`src/rtl/mips_mc_controller_pkg.sv`:
```
// Shared definitions for the multicycle MIPS control unit: opcodes, function
// codes, ALU control encodings and the FSM state type.
package mips_pkg;

  localparam logic [5:0] OP_RTYPE = 6'b000000;
  localparam logic [5:0] OP_LW    = 6'b100011;
  localparam logic [5:0] OP_SW    = 6'b101011;
  localparam logic [5:0] OP_BEQ   = 6'b000100;
  localparam logic [5:0] OP_BNE   = 6'b000101;
  localparam logic [5:0] OP_ADDI  = 6'b001000;
  localparam logic [5:0] OP_J     = 6'b000010;

  localparam logic [5:0] FN_ADD = 6'b100000;
  localparam logic [5:0] FN_SUB = 6'b100010;
  localparam logic [5:0] FN_AND = 6'b100100;
  localparam logic [5:0] FN_OR  = 6'b100101;
  localparam logic [5:0] FN_SLT = 6'b101010;

  // {invert_b, sel[1:0]}
  localparam logic [2:0] ALU_AND = 3'b000;
  localparam logic [2:0] ALU_OR  = 3'b001;
  localparam logic [2:0] ALU_ADD = 3'b010;
  localparam logic [2:0] ALU_SUB = 3'b110;
  localparam logic [2:0] ALU_SLT = 3'b111;

  typedef enum logic [1:0] {
    ALUOP_ADD   = 2'b00,
    ALUOP_SUB   = 2'b01,
    ALUOP_FUNCT = 2'b10
  } aluop_t;

  typedef enum logic [3:0] {
    S_FETCH   = 4'd0,
    S_DECODE  = 4'd1,
    S_MEMADR  = 4'd2,
    S_MEMRD   = 4'd3,
    S_MEMWB   = 4'd4,
    S_MEMWR   = 4'd5,
    S_RTYPEEX = 4'd6,
    S_RTYPEWB = 4'd7,
    S_BEQEX   = 4'd8,
    S_BNEEX   = 4'd9,
    S_ADDIEX  = 4'd10,
    S_ADDIWB  = 4'd11,
    S_JEX     = 4'd12
  } state_t;

  function automatic logic op_supported(input logic [5:0] op);
    return op inside {OP_RTYPE, OP_LW, OP_SW, OP_BEQ, OP_BNE, OP_ADDI, OP_J};
  endfunction

  // States whose exit to FETCH completes an instruction.
  function automatic logic is_retire_state(input state_t s);
    return s inside {S_MEMWB, S_MEMWR, S_RTYPEWB, S_BEQEX, S_BNEEX, S_ADDIWB, S_JEX};
  endfunction

endpackage

```
`src/rtl/mips_mc_controller_if.sv`:
```
// Control-unit <-> datapath bundle. The master side is the controller, the
// slave side is the datapath that supplies op/funct/zero/memready.
interface mips_mc_controller_if #(
  parameter int CNT_W = 32
);
  logic [5:0]       op;
  logic [5:0]       funct;
  logic             zero;
  logic             memready;
  logic [2:0]       alucontrol;
  logic             alusrca;
  logic [1:0]       alusrcb;
  logic [1:0]       pcsrc;
  logic             iord;
  logic             regdst;
  logic             memtoreg;
  logic             irwrite;
  logic             regwrite;
  logic             memwrite;
  logic             pcen;
  logic             illegal;
  logic [CNT_W-1:0] instret;

  modport master (
    input  op, funct, zero, memready,
    output alucontrol, alusrca, alusrcb, pcsrc, iord, regdst, memtoreg,
           irwrite, regwrite, memwrite, pcen, illegal, instret
  );

  modport slave (
    output op, funct, zero, memready,
    input  alucontrol, alusrca, alusrcb, pcsrc, iord, regdst, memtoreg,
           irwrite, regwrite, memwrite, pcen, illegal, instret
  );
endinterface

```
`src/rtl/mips_mc_controller_aludec.sv`:
```
// ALU decoder: turns the FSM's coarse ALU request plus the R-type funct field
// into the 3-bit ALU control word, flagging unsupported funct codes.
module mips_aludec
  import mips_pkg::*;
(
  input  aluop_t     aluop,
  input  logic [5:0] funct,
  output logic [2:0] alucontrol,
  output logic       funct_bad
);

  always_comb begin
    alucontrol = ALU_ADD;
    funct_bad  = 1'b0;
    case (aluop)
      ALUOP_ADD: alucontrol = ALU_ADD;
      ALUOP_SUB: alucontrol = ALU_SUB;
      ALUOP_FUNCT: begin
        case (funct)
          FN_ADD:  alucontrol = ALU_ADD;
          FN_SUB:  alucontrol = ALU_SUB;
          FN_AND:  alucontrol = ALU_AND;
          FN_OR:   alucontrol = ALU_OR;
          FN_SLT:  alucontrol = ALU_SLT;
          default: begin
            alucontrol = ALU_ADD;
            funct_bad  = 1'b1;
          end
        endcase
      end
      default: alucontrol = ALU_ADD;
    endcase
  end

endmodule

```
`src/rtl/mips_mc_controller.sv`:
```
// Multicycle MIPS control FSM: sequences the shared ALU and unified memory,
// resolves beq/bne polarity and counts retired instructions.
module mips_mc_controller
  import mips_pkg::*;
#(
  parameter int CNT_W = 32
) (
  input  logic                 clk,
  input  logic                 reset,
  mips_mc_controller_if.master bus
);

  state_t           state_q, state_d;
  logic [CNT_W-1:0] instret_q, instret_d;

  aluop_t     aluop;
  logic [2:0] alucontrol;
  logic       funct_bad;

  logic       alusrca_c;
  logic [1:0] alusrcb_c;
  logic [1:0] pcsrc_c;
  logic       iord_c;
  logic       regdst_c;
  logic       memtoreg_c;
  logic       irwrite_c;
  logic       regwrite_c;
  logic       memwrite_c;
  logic       pcen_c;
  logic       illegal_c;

  mips_aludec u_aludec (
    .aluop      (aluop),
    .funct      (bus.funct),
    .alucontrol (alucontrol),
    .funct_bad  (funct_bad)
  );

  // State register and retired-instruction counter
  always_ff @(posedge clk or negedge reset) begin
    if (!reset) begin
      state_q   <= S_FETCH;
      instret_q <= '0;
    end else begin
      state_q   <= state_d;
      instret_q <= instret_d;
    end
  end

  always_comb begin
    instret_d = instret_q;
    if (is_retire_state(state_q) && (state_d == S_FETCH))
      instret_d = instret_q + CNT_W'(1);
  end

  // Next-state logic
  always_comb begin
    state_d = state_q;
    case (state_q)
      S_FETCH: if (bus.memready) state_d = S_DECODE;
      S_DECODE: begin
        case (bus.op)
          OP_LW, OP_SW: state_d = S_MEMADR;
          OP_RTYPE:     state_d = S_RTYPEEX;
          OP_BEQ:       state_d = S_BEQEX;
          OP_BNE:       state_d = S_BNEEX;
          OP_ADDI:      state_d = S_ADDIEX;
          OP_J:         state_d = S_JEX;
          default:      state_d = S_FETCH;
        endcase
      end
      S_MEMADR:  state_d = (bus.op == OP_LW) ? S_MEMRD : S_MEMWR;
      S_MEMRD:   if (bus.memready) state_d = S_MEMWB;
      S_MEMWB:   state_d = S_FETCH;
      S_MEMWR:   if (bus.memready) state_d = S_FETCH;
      S_RTYPEEX: state_d = S_RTYPEWB;
      S_RTYPEWB: state_d = S_FETCH;
      S_BEQEX:   state_d = S_FETCH;
      S_BNEEX:   state_d = S_FETCH;
      S_ADDIEX:  state_d = S_ADDIWB;
      S_ADDIWB:  state_d = S_FETCH;
      S_JEX:     state_d = S_FETCH;
      default:   state_d = S_FETCH;
    endcase
  end

  // Output logic; only FETCH/branch strobes and the illegal flags look at inputs
  always_comb begin
    aluop      = ALUOP_ADD;
    alusrca_c  = 1'b0;
    alusrcb_c  = 2'b00;
    pcsrc_c    = 2'b00;
    iord_c     = 1'b0;
    regdst_c   = 1'b0;
    memtoreg_c = 1'b0;
    irwrite_c  = 1'b0;
    regwrite_c = 1'b0;
    memwrite_c = 1'b0;
    pcen_c     = 1'b0;
    illegal_c  = 1'b0;
    case (state_q)
      S_FETCH: begin
        alusrcb_c = 2'b01;
        irwrite_c = bus.memready;
        pcen_c    = bus.memready;
      end
      S_DECODE: begin
        alusrcb_c = 2'b11;
        illegal_c = ~op_supported(bus.op);
      end
      S_MEMADR: begin
        alusrca_c = 1'b1;
        alusrcb_c = 2'b10;
      end
      S_MEMRD: iord_c = 1'b1;
      S_MEMWB: begin
        memtoreg_c = 1'b1;
        regwrite_c = 1'b1;
      end
      S_MEMWR: begin
        iord_c     = 1'b1;
        memwrite_c = 1'b1;
      end
      S_RTYPEEX: begin
        aluop     = ALUOP_FUNCT;
        alusrca_c = 1'b1;
        illegal_c = funct_bad;
      end
      S_RTYPEWB: begin
        regdst_c   = 1'b1;
        regwrite_c = 1'b1;
      end
      S_BEQEX, S_BNEEX: begin
        aluop     = ALUOP_SUB;
        alusrca_c = 1'b1;
        pcsrc_c   = 2'b01;
        pcen_c    = (state_q == S_BEQEX) ? bus.zero : ~bus.zero;
      end
      S_ADDIEX: begin
        alusrca_c = 1'b1;
        alusrcb_c = 2'b10;
      end
      S_ADDIWB: regwrite_c = 1'b1;
      S_JEX: begin
        pcsrc_c = 2'b10;
        pcen_c  = 1'b1;
      end
      default: ;
    endcase
  end

  assign bus.alucontrol = alucontrol;
  assign bus.alusrca    = alusrca_c;
  assign bus.alusrcb    = alusrcb_c;
  assign bus.pcsrc      = pcsrc_c;
  assign bus.iord       = iord_c;
  assign bus.regdst     = regdst_c;
  assign bus.memtoreg   = memtoreg_c;
  // Strobes are masked by reset so nothing writes while it is held low.
  assign bus.irwrite    = irwrite_c  & reset;
  assign bus.regwrite   = regwrite_c & reset;
  assign bus.memwrite   = memwrite_c & reset;
  assign bus.pcen       = pcen_c     & reset;
  assign bus.illegal    = illegal_c  & reset;
  assign bus.instret    = instret_q;

endmodule

```
`src/flat_wrapper.sv`:
```
// flat-port wrapper written by rule: the top's interface ports become plain ports
module mips_mc_controller_flat import mips_pkg::*;
#(
  parameter int CNT_W = 32
)
  (clk, reset, bus_op, bus_funct, bus_zero, bus_memready, bus_alucontrol, bus_alusrca, bus_alusrcb, bus_pcsrc, bus_iord, bus_regdst, bus_memtoreg, bus_irwrite, bus_regwrite, bus_memwrite, bus_pcen, bus_illegal, bus_instret);
  mips_mc_controller_if #(.CNT_W(CNT_W)) bus_i ();
  input  logic clk;
  input  logic reset;
  input wire logic [$bits(bus_i.op)-1:0] bus_op;
  input wire logic [$bits(bus_i.funct)-1:0] bus_funct;
  input wire logic [$bits(bus_i.zero)-1:0] bus_zero;
  input wire logic [$bits(bus_i.memready)-1:0] bus_memready;
  output wire logic [$bits(bus_i.alucontrol)-1:0] bus_alucontrol;
  output wire logic [$bits(bus_i.alusrca)-1:0] bus_alusrca;
  output wire logic [$bits(bus_i.alusrcb)-1:0] bus_alusrcb;
  output wire logic [$bits(bus_i.pcsrc)-1:0] bus_pcsrc;
  output wire logic [$bits(bus_i.iord)-1:0] bus_iord;
  output wire logic [$bits(bus_i.regdst)-1:0] bus_regdst;
  output wire logic [$bits(bus_i.memtoreg)-1:0] bus_memtoreg;
  output wire logic [$bits(bus_i.irwrite)-1:0] bus_irwrite;
  output wire logic [$bits(bus_i.regwrite)-1:0] bus_regwrite;
  output wire logic [$bits(bus_i.memwrite)-1:0] bus_memwrite;
  output wire logic [$bits(bus_i.pcen)-1:0] bus_pcen;
  output wire logic [$bits(bus_i.illegal)-1:0] bus_illegal;
  output wire logic [$bits(bus_i.instret)-1:0] bus_instret;
  assign bus_i.op = bus_op;
  assign bus_i.funct = bus_funct;
  assign bus_i.zero = bus_zero;
  assign bus_i.memready = bus_memready;
  assign bus_alucontrol = bus_i.alucontrol;
  assign bus_alusrca = bus_i.alusrca;
  assign bus_alusrcb = bus_i.alusrcb;
  assign bus_pcsrc = bus_i.pcsrc;
  assign bus_iord = bus_i.iord;
  assign bus_regdst = bus_i.regdst;
  assign bus_memtoreg = bus_i.memtoreg;
  assign bus_irwrite = bus_i.irwrite;
  assign bus_regwrite = bus_i.regwrite;
  assign bus_memwrite = bus_i.memwrite;
  assign bus_pcen = bus_i.pcen;
  assign bus_illegal = bus_i.illegal;
  assign bus_instret = bus_i.instret;
  mips_mc_controller #(.CNT_W(CNT_W)) u_core (.clk(clk), .reset(reset), .bus(bus_i));
endmodule
```
`config.mk`:
```
export PLATFORM = sky130hd
export DESIGN_NAME = mips_mc_controller_flat
export DESIGN_NICKNAME = d
export VERILOG_FILES = /design/src/rtl/mips_mc_controller_pkg.sv /design/src/rtl/mips_mc_controller_if.sv /design/src/rtl/mips_mc_controller_aludec.sv /design/src/rtl/mips_mc_controller.sv /design/src/flat_wrapper.sv
export SDC_FILE = /design/constraint.sdc
export NUM_CORES = 1
export LEC_CHECK = 0
export ABC_AREA = 1
export BUFFER_PORTS_ARGS = -buffer_cell sky130_fd_sc_hd__buf_2
export CAP_MARGIN = 10
export CORE_MARGIN = 5
export CORE_UTILIZATION = 50
export CTS_BUF_LIST = sky130_fd_sc_hd__clkbuf_4 sky130_fd_sc_hd__clkbuf_8
export DETAILED_ROUTE_END_ITERATION = 10
export PLACE_DENSITY = 0.74
export SYNTH_ARGS = -nofsm -noshare
export SYNTH_HDL_FRONTEND = slang
export SYNTH_HIERARCHICAL = 1
export SYNTH_SLANG_ARGS = --single-unit
```
`constraint.sdc`:
```
create_clock -name clk -period 2.6 [get_ports clk]
set_input_delay 0.39 -clock clk [delete_from_list [all_inputs] [get_ports clk]]
set_output_delay 0.39 -clock clk [all_outputs]
set_load 0.02 [all_outputs]
```
==> metrics, run 1 <==
Ys Warns=6; initial drt markers=roughly 150; Final nets=approximately 580; drt first pass iters=4; Layout Area Growth over Synthesis=15.4%; final worst-path cycle share=about 92%; routed len/inst=approximately 12 um; Synth cell types=30; ys flop type=dfrtp_1; Post-Syn Area=roughly 3000 sq um; arrival time worst endpoint=roughly 2.0 ns; Worst Setup End Kind=output port; Hold Path Class=in -> async; H-tree levels=2; Max-Cap Viols=0; Final Skew=about 0.0040 ns; final hold violation count=0; PwrDens=between 300 and 400 nW/um^2; # rows=28; Post-synth EDFFs=0; DP Wirelength=between 5 and 6 mm; layout cells sized above 1=a little over a fifth; Post-Route WL=approximately 7.5 mm; Die Width=87.4 um; CTS Sinks=36; Die Ht=approximately 87 um; Final Max Tran Viols=0; FFs w/ async S/R, synth=between 90% and 100%; status=completed; Design Area, Final=3460 sq um; r2r startpoint=u_core/bus.instret[0]; worst vdd ir=roughly 0.00030 V; Seq/Total Area, Yosys=between 30% and 40%; Syn Area/Cell=slightly above 6 sq um; Crit Path Class=reg -> out; Clock Tree Root=clkbuf_8; cell count of the worst reg-to-reg path=10; type of origin of the critical path=register; Core ar.=~6000 sq um; Post-Syn Instances=between 400 and 500; R2R Setup Slk=about 0.63 ns; # fillers=roughly 610; Required @ worst endpoint=around 2.2 ns; CTS tree=built; IO Pins=64; grt ovf=0; Setup crit start=u_core/state_q[0]; GRT Util Overall=about 22%; placed cell area=about 3300 sq um; post-route minimum period=between 2 and 2.5 ns; crit-path max FO=6; relative slew slack=approximately 66%; Clock Pin Slew Worst Setup and Hold Paths=~0.070 ns; buffers added on ports=between 60 and 70; Post-Place Setup Slack=approximately 0.24 ns; Final Wtd Congestion=around 0.97; synthesis-stage register bit count=36; diode count=0; starting density of the core=50.9%; Num CTS Buffers=5; largest net degree at the start of global routing=37; Sum Neg Setup Slack=0 ns; post-route ant nets=0; hold-fix buffer count after cts=0; worst-skew pair later-pin latency=0.29 ns; total power=roughly 1.3 mW; vias=around 3100; f_max=around 420 MHz; CP endpoint=bus_illegal; first-pass GRT wire length=between 10 and 15 mm; antenna violations before repair=0; DRC violations left=0; clock buffer depth=2; routed vias/inst=around 4.9; RSZ-0062 raised after global routing=no; Worst Setup Slack, final=around 0.20 ns; FF-to-FF End=u_core/bus.instret[30]; vias in the first global route=about 3000; Leakage=around 1.8 nW; die area=7640 sq um; Synth Net Count=511; worst-margin pin slew=around 0.5 ns; Final setup viols=0
==> registers in the layout, summed over array words and instances (netlist names) <==
name	count
u_core/bus.instret	32
u_core/state_q	4
==> layer usage <==
layer  vias up  global-route usage (%)  part of all wire, %
met4         0                    6.83                  1.5
met5         -                       0                    0
li1       1641                       -                    -
met1      1399                    30.1                   48
met2        68                    34.4                   45
met3         9                    3.12                  4.8
==> synth_stat cells (4+ instances only) <==
library cell | number | area share [%]
a21oi_1 | 4 | 0.67
dfrtp_1 | 36 | 30
inv_1 | 47 | 5.9
inv_2 | 5 | 0.63
nand2_1 | 208 | 26
nand2_2 | 17 | 3.5
nand3_1 | 27 | 4.5
nand3_2 | 6 | 2.0
nand4_1 | 10 | 2.1
nor2_1 | 87 | 11
nor2_2 | 4 | 0.83
nor2_4 | 4 | 1.5
xor2_1 | 10 | 2.9
==> how the worst min path moves through the flow <==
stage,endpoint,cells after the start
final,u_core/bus.instret[0],2
after floorplan,u_core/bus.instret[0],0
after detailed placement,u_core/bus.instret[0],2
after global placement,u_core/bus.instret[1],2
after global routing,u_core/bus.instret[0],2
after CTS,u_core/bus.instret[0],2
==> area by class of cell <==
type                    instances  area [sq um]  share of cell area [%]
clock buffers                   7          96.3                    2.78
inverters                      52           195                    5.64
multi-input cells             397          1840                    53.2
flip-flops and latches         36           903                    26.1
well taps                      75          93.8                    2.71
repair buffers                 65           330                    9.55
==> where the power goes <==
| group | switching [mW] | total, mW | internal (mW) |
|---|---|---|---|
| Clock | 0.191 | 0.427 | 0.236 |
| Sequential | 0.0413 | 0.623 | 0.582 |
| Combinational | 0.194 | 0.282 | 0.0883 |
| Total | 0.426 | 1.33 | 0.906 |
==> critical path, cell delays in order, from the launching register on <==
cell     delay, ns
dfrtp_2       0.47
nor2_2        0.16
inv_1         0.13
nor2_4        0.17
ha_1          0.20
nand3_2       0.10
nor3_2        0.11
nand2_1       0.06
a21oi_1       0.13
buf_2         0.18
==> cell families after synthesis <==
family / count (synthesis) / share of synthesized area (%)
compound gates: 14 / 3.42
buf+inv: 59 / 8.89
xor+xnor: 12 / 3.51
flops: 36 / 30.0
simple gates: 368 / 52.9
fa+ha+maj: 3 / 1.25
==> stage by stage <==
step           instances  hold WS (ns)  util, %
2_1_floorplan        492        0.0944        -
3_5_place_dp         624         0.480     56.8
3_3_place_gp         624         0.475     56.8
6_report             632         0.145     58.8
5_1_grt              632         0.198     58.8
4_1_cts              631         0.165     58.5
==> placed cells by master (no fill, tap or decap), drive strengths merged, types with 4 or more instances in the layout <==
| master | instances |
|---|---|
| a21oi | 6 |
| buf | 65 |
| clkbuf | 7 |
| dfrtp | 36 |
| inv | 52 |
| nand2 | 225 |
| nand3 | 34 |
| nand4 | 10 |
| nor2 | 95 |
| o21ai | 4 |
| xor2 | 10 |
==> timing repair <==
action / 4_1_cts / 5_1_grt
setup buffers: 0 / 1
setup endpoints to repair: 3 / 3
gates resized for setup: 1 / 4
pin swaps: 0 / 0
Note: power is estimated with default switching activity, not from simulation.
==> inputs of run 2 (changes only) <==
--- a/config.mk
+++ b/config.mk
@@ -12,7 +12,7 @@
 export CORE_UTILIZATION = 50
 export CTS_BUF_LIST = sky130_fd_sc_hd__clkbuf_4 sky130_fd_sc_hd__clkbuf_8
 export DETAILED_ROUTE_END_ITERATION = 10
-export PLACE_DENSITY = 0.74
+export PLACE_DENSITY_LB_ADDON = 0.3
 export SYNTH_ARGS = -nofsm -noshare
 export SYNTH_HDL_FRONTEND = slang
 export SYNTH_HIERARCHICAL = 1
==> metrics, run 2 (synthesis results as in run 1) <==
storage element area=903 sq um; Design Area, Final=~3400 sq um; Post-Route WL=8.00 mm; clock buffer depth=2; worst-skew pair later-pin latency=slightly below 0.3 ns; Max-Cap Viols=0; DRC violations left=0; Num CTS Buffers=5; vias=3190; Clock Tree Root=clkbuf_8; final worst-path cycle share=~90%; die area=7640 sq um; buffers added on ports=63; Hold Path Class=in -> async; grt ovf=0; DP Wirelength=approximately 6.3 mm; final hold violation count=0; footprint of the multi-input gates=roughly 1800 sq um; Crit Path Class=reg -> out; total power=1.27 mW; most frequent cells in the layout=nand2_1, nor2_1, buf_2, inv_1, dfrtp_1; relative slew slack=slightly above 60%; max FFs per register=32; Final Wtd Congestion=0.910; post-route minimum period=2.41 ns; routed vias/inst=5.06; crit-path max FO=4; worst vdd ir=0.000272 V; CTS Sinks=36; Required @ worst endpoint=2.21 ns; CP max-delay cell=dfrtp_1; Clock Pin Slew Worst Setup and Hold Paths=roughly 0.07 ns; post-route ant nets=0; Die Ht=between 80 and 90 um; Switching Share=around a third; Leakage=1.81 nW; initial drt markers=~130; Worst Setup Slack, final=~0.19 ns; Final Non-Filler Cells=630; share of power burned in the clock network=between 20% and 30%; sequential power share=between 40% and 50%; Int Power=0.844 mW; CTS tree=built; type of origin of the critical path=register; Sum Neg Setup Slack=0 ns; Final setup viols=0; # rows=28; arrival time worst endpoint=between 2 and 2.5 ns; Worst Setup End Kind=output port; Layout Area Growth over Synthesis=14.5%; RSZ-0062 raised after global routing=no; CP peak stage delay=0.43 ns; IO Pins=64; GRT Util Overall=roughly 22%; placed cell area=~3300 sq um; status=completed; layout cells sized above 1=roughly a fifth; hold-fix buffer count after cts=0; # fillers=between 600 and 700; antenna violations before repair=0; commonest non-fill, non-tap cell in the layout=nand2_1; worst-margin pin slew=roughly 0.57 ns; PwrDens=371 nW/um^2; Post-Place Setup Slack=between 0.2 and 0.25 ns; drt first pass iters=4; vias in the first global route=around 3100; f_max=415 MHz; starting density of the core=50.9%; Comb power frac=between 20% and 30%; Die Width=87.4 um; H-tree levels=2; CP cell instances=inv_1 -> nor2_1 -> inv_1 -> nor2_4 -> ha_1 -> inv_1 -> nor2_1 -> nand3_1 -> nand2_1 -> nor2_1 -> o21ai_2 -> buf_2; Final nets=576; Psw=between 0.4 and 0.5 mW; cell count after placement=624; Final Skew=between 0.003 and 0.004 ns; largest net degree at the start of global routing=37; first-pass GRT wire length=about 14 mm; Core ar.=between 5000 and 6000 sq um; diode count=0; routed len/inst=12.7 um; WHS=0.167 ns; Core Util, Final=between 50% and 60%; Final Max Tran Viols=0
run 2: cell types whose count changed in the layout (fill, tap and decap cells not counted):
cell,change
clkbuf_8,-2
inv_1,-1
inv_2,+1
run 2: layout make-up:
type | instances | share of cell area (%)
repair buffers | 65 | 9.62
well taps | 75 | 2.73
inverters | 52 | 5.69
clock buffers | 5 | 2.01
multi-input cells | 397 | 53.6
flip-flops and latches | 36 | 26.3
run 2: layer usage:
| layer | track usage (%) | vias to the layer above | wire [um] | part of all wire (%) |
|---|---|---|---|---|
| li1 | - | 1638 | - | - |
| met4 | 7.67 | 0 | 154 | 1.9 |
| met5 | 0 | - | 0 | 0 |
| met3 | 3.31 | 12 | 446 | 5.6 |
| met2 | 37.1 | 77 | 3680 | 46 |
| met1 | 29.8 | 1463 | 3720 | 46 |
run 2: critical path: cells and delay by family (launching register included):
family	cells	cell delay (ns)
AO/OA/AOI/OAI	1	0.05
adder cells (fa/ha/maj)	1	0.19
buffers and inverters	4	0.44
flip-flops	1	0.43
AND/OR/NAND/NOR	6	0.63
run 2: worst paths after layout:
path | start | to | slack (ns) | cells past startpoint
setup / recovery | u_core/state_q[2] | bus_alucontrol[1] | 0.19 | 12
hold / removal | reset | u_core/bus.instret[20] | 0.17 | 2
setup reg to reg | u_core/bus.instret[0] | u_core/bus.instret[30] | 0.64 | 10
hold reg to reg | u_core/bus.instret[31] | u_core/bus.instret[31] | 0.53 | 2
max in group asynchronous | reset | u_core/state_q[1] | 2.08 | 2
min in group clk | bus_memready | u_core/state_q[1] | 0.51 | 4
run 2: power by group through the flow:
stage | registers [mW] | logic (mW) | clock network, mW
final | 0.622 | 0.288 | 0.362
after global placement | 0.632 | 0.280 | 0
after detailed placement | 0.633 | 0.287 | 0
after global routing | 0.627 | 0.318 | 0.391
after CTS | 0.623 | 0.288 | 0.376
after floorplan | 0.647 | 0.177 | 0
run 2: repair_timing:
item	4_1_cts	5_1_grt
buffers inserted	0	1
resized for setup	1	5
endpoints found under the setup margin	3	3
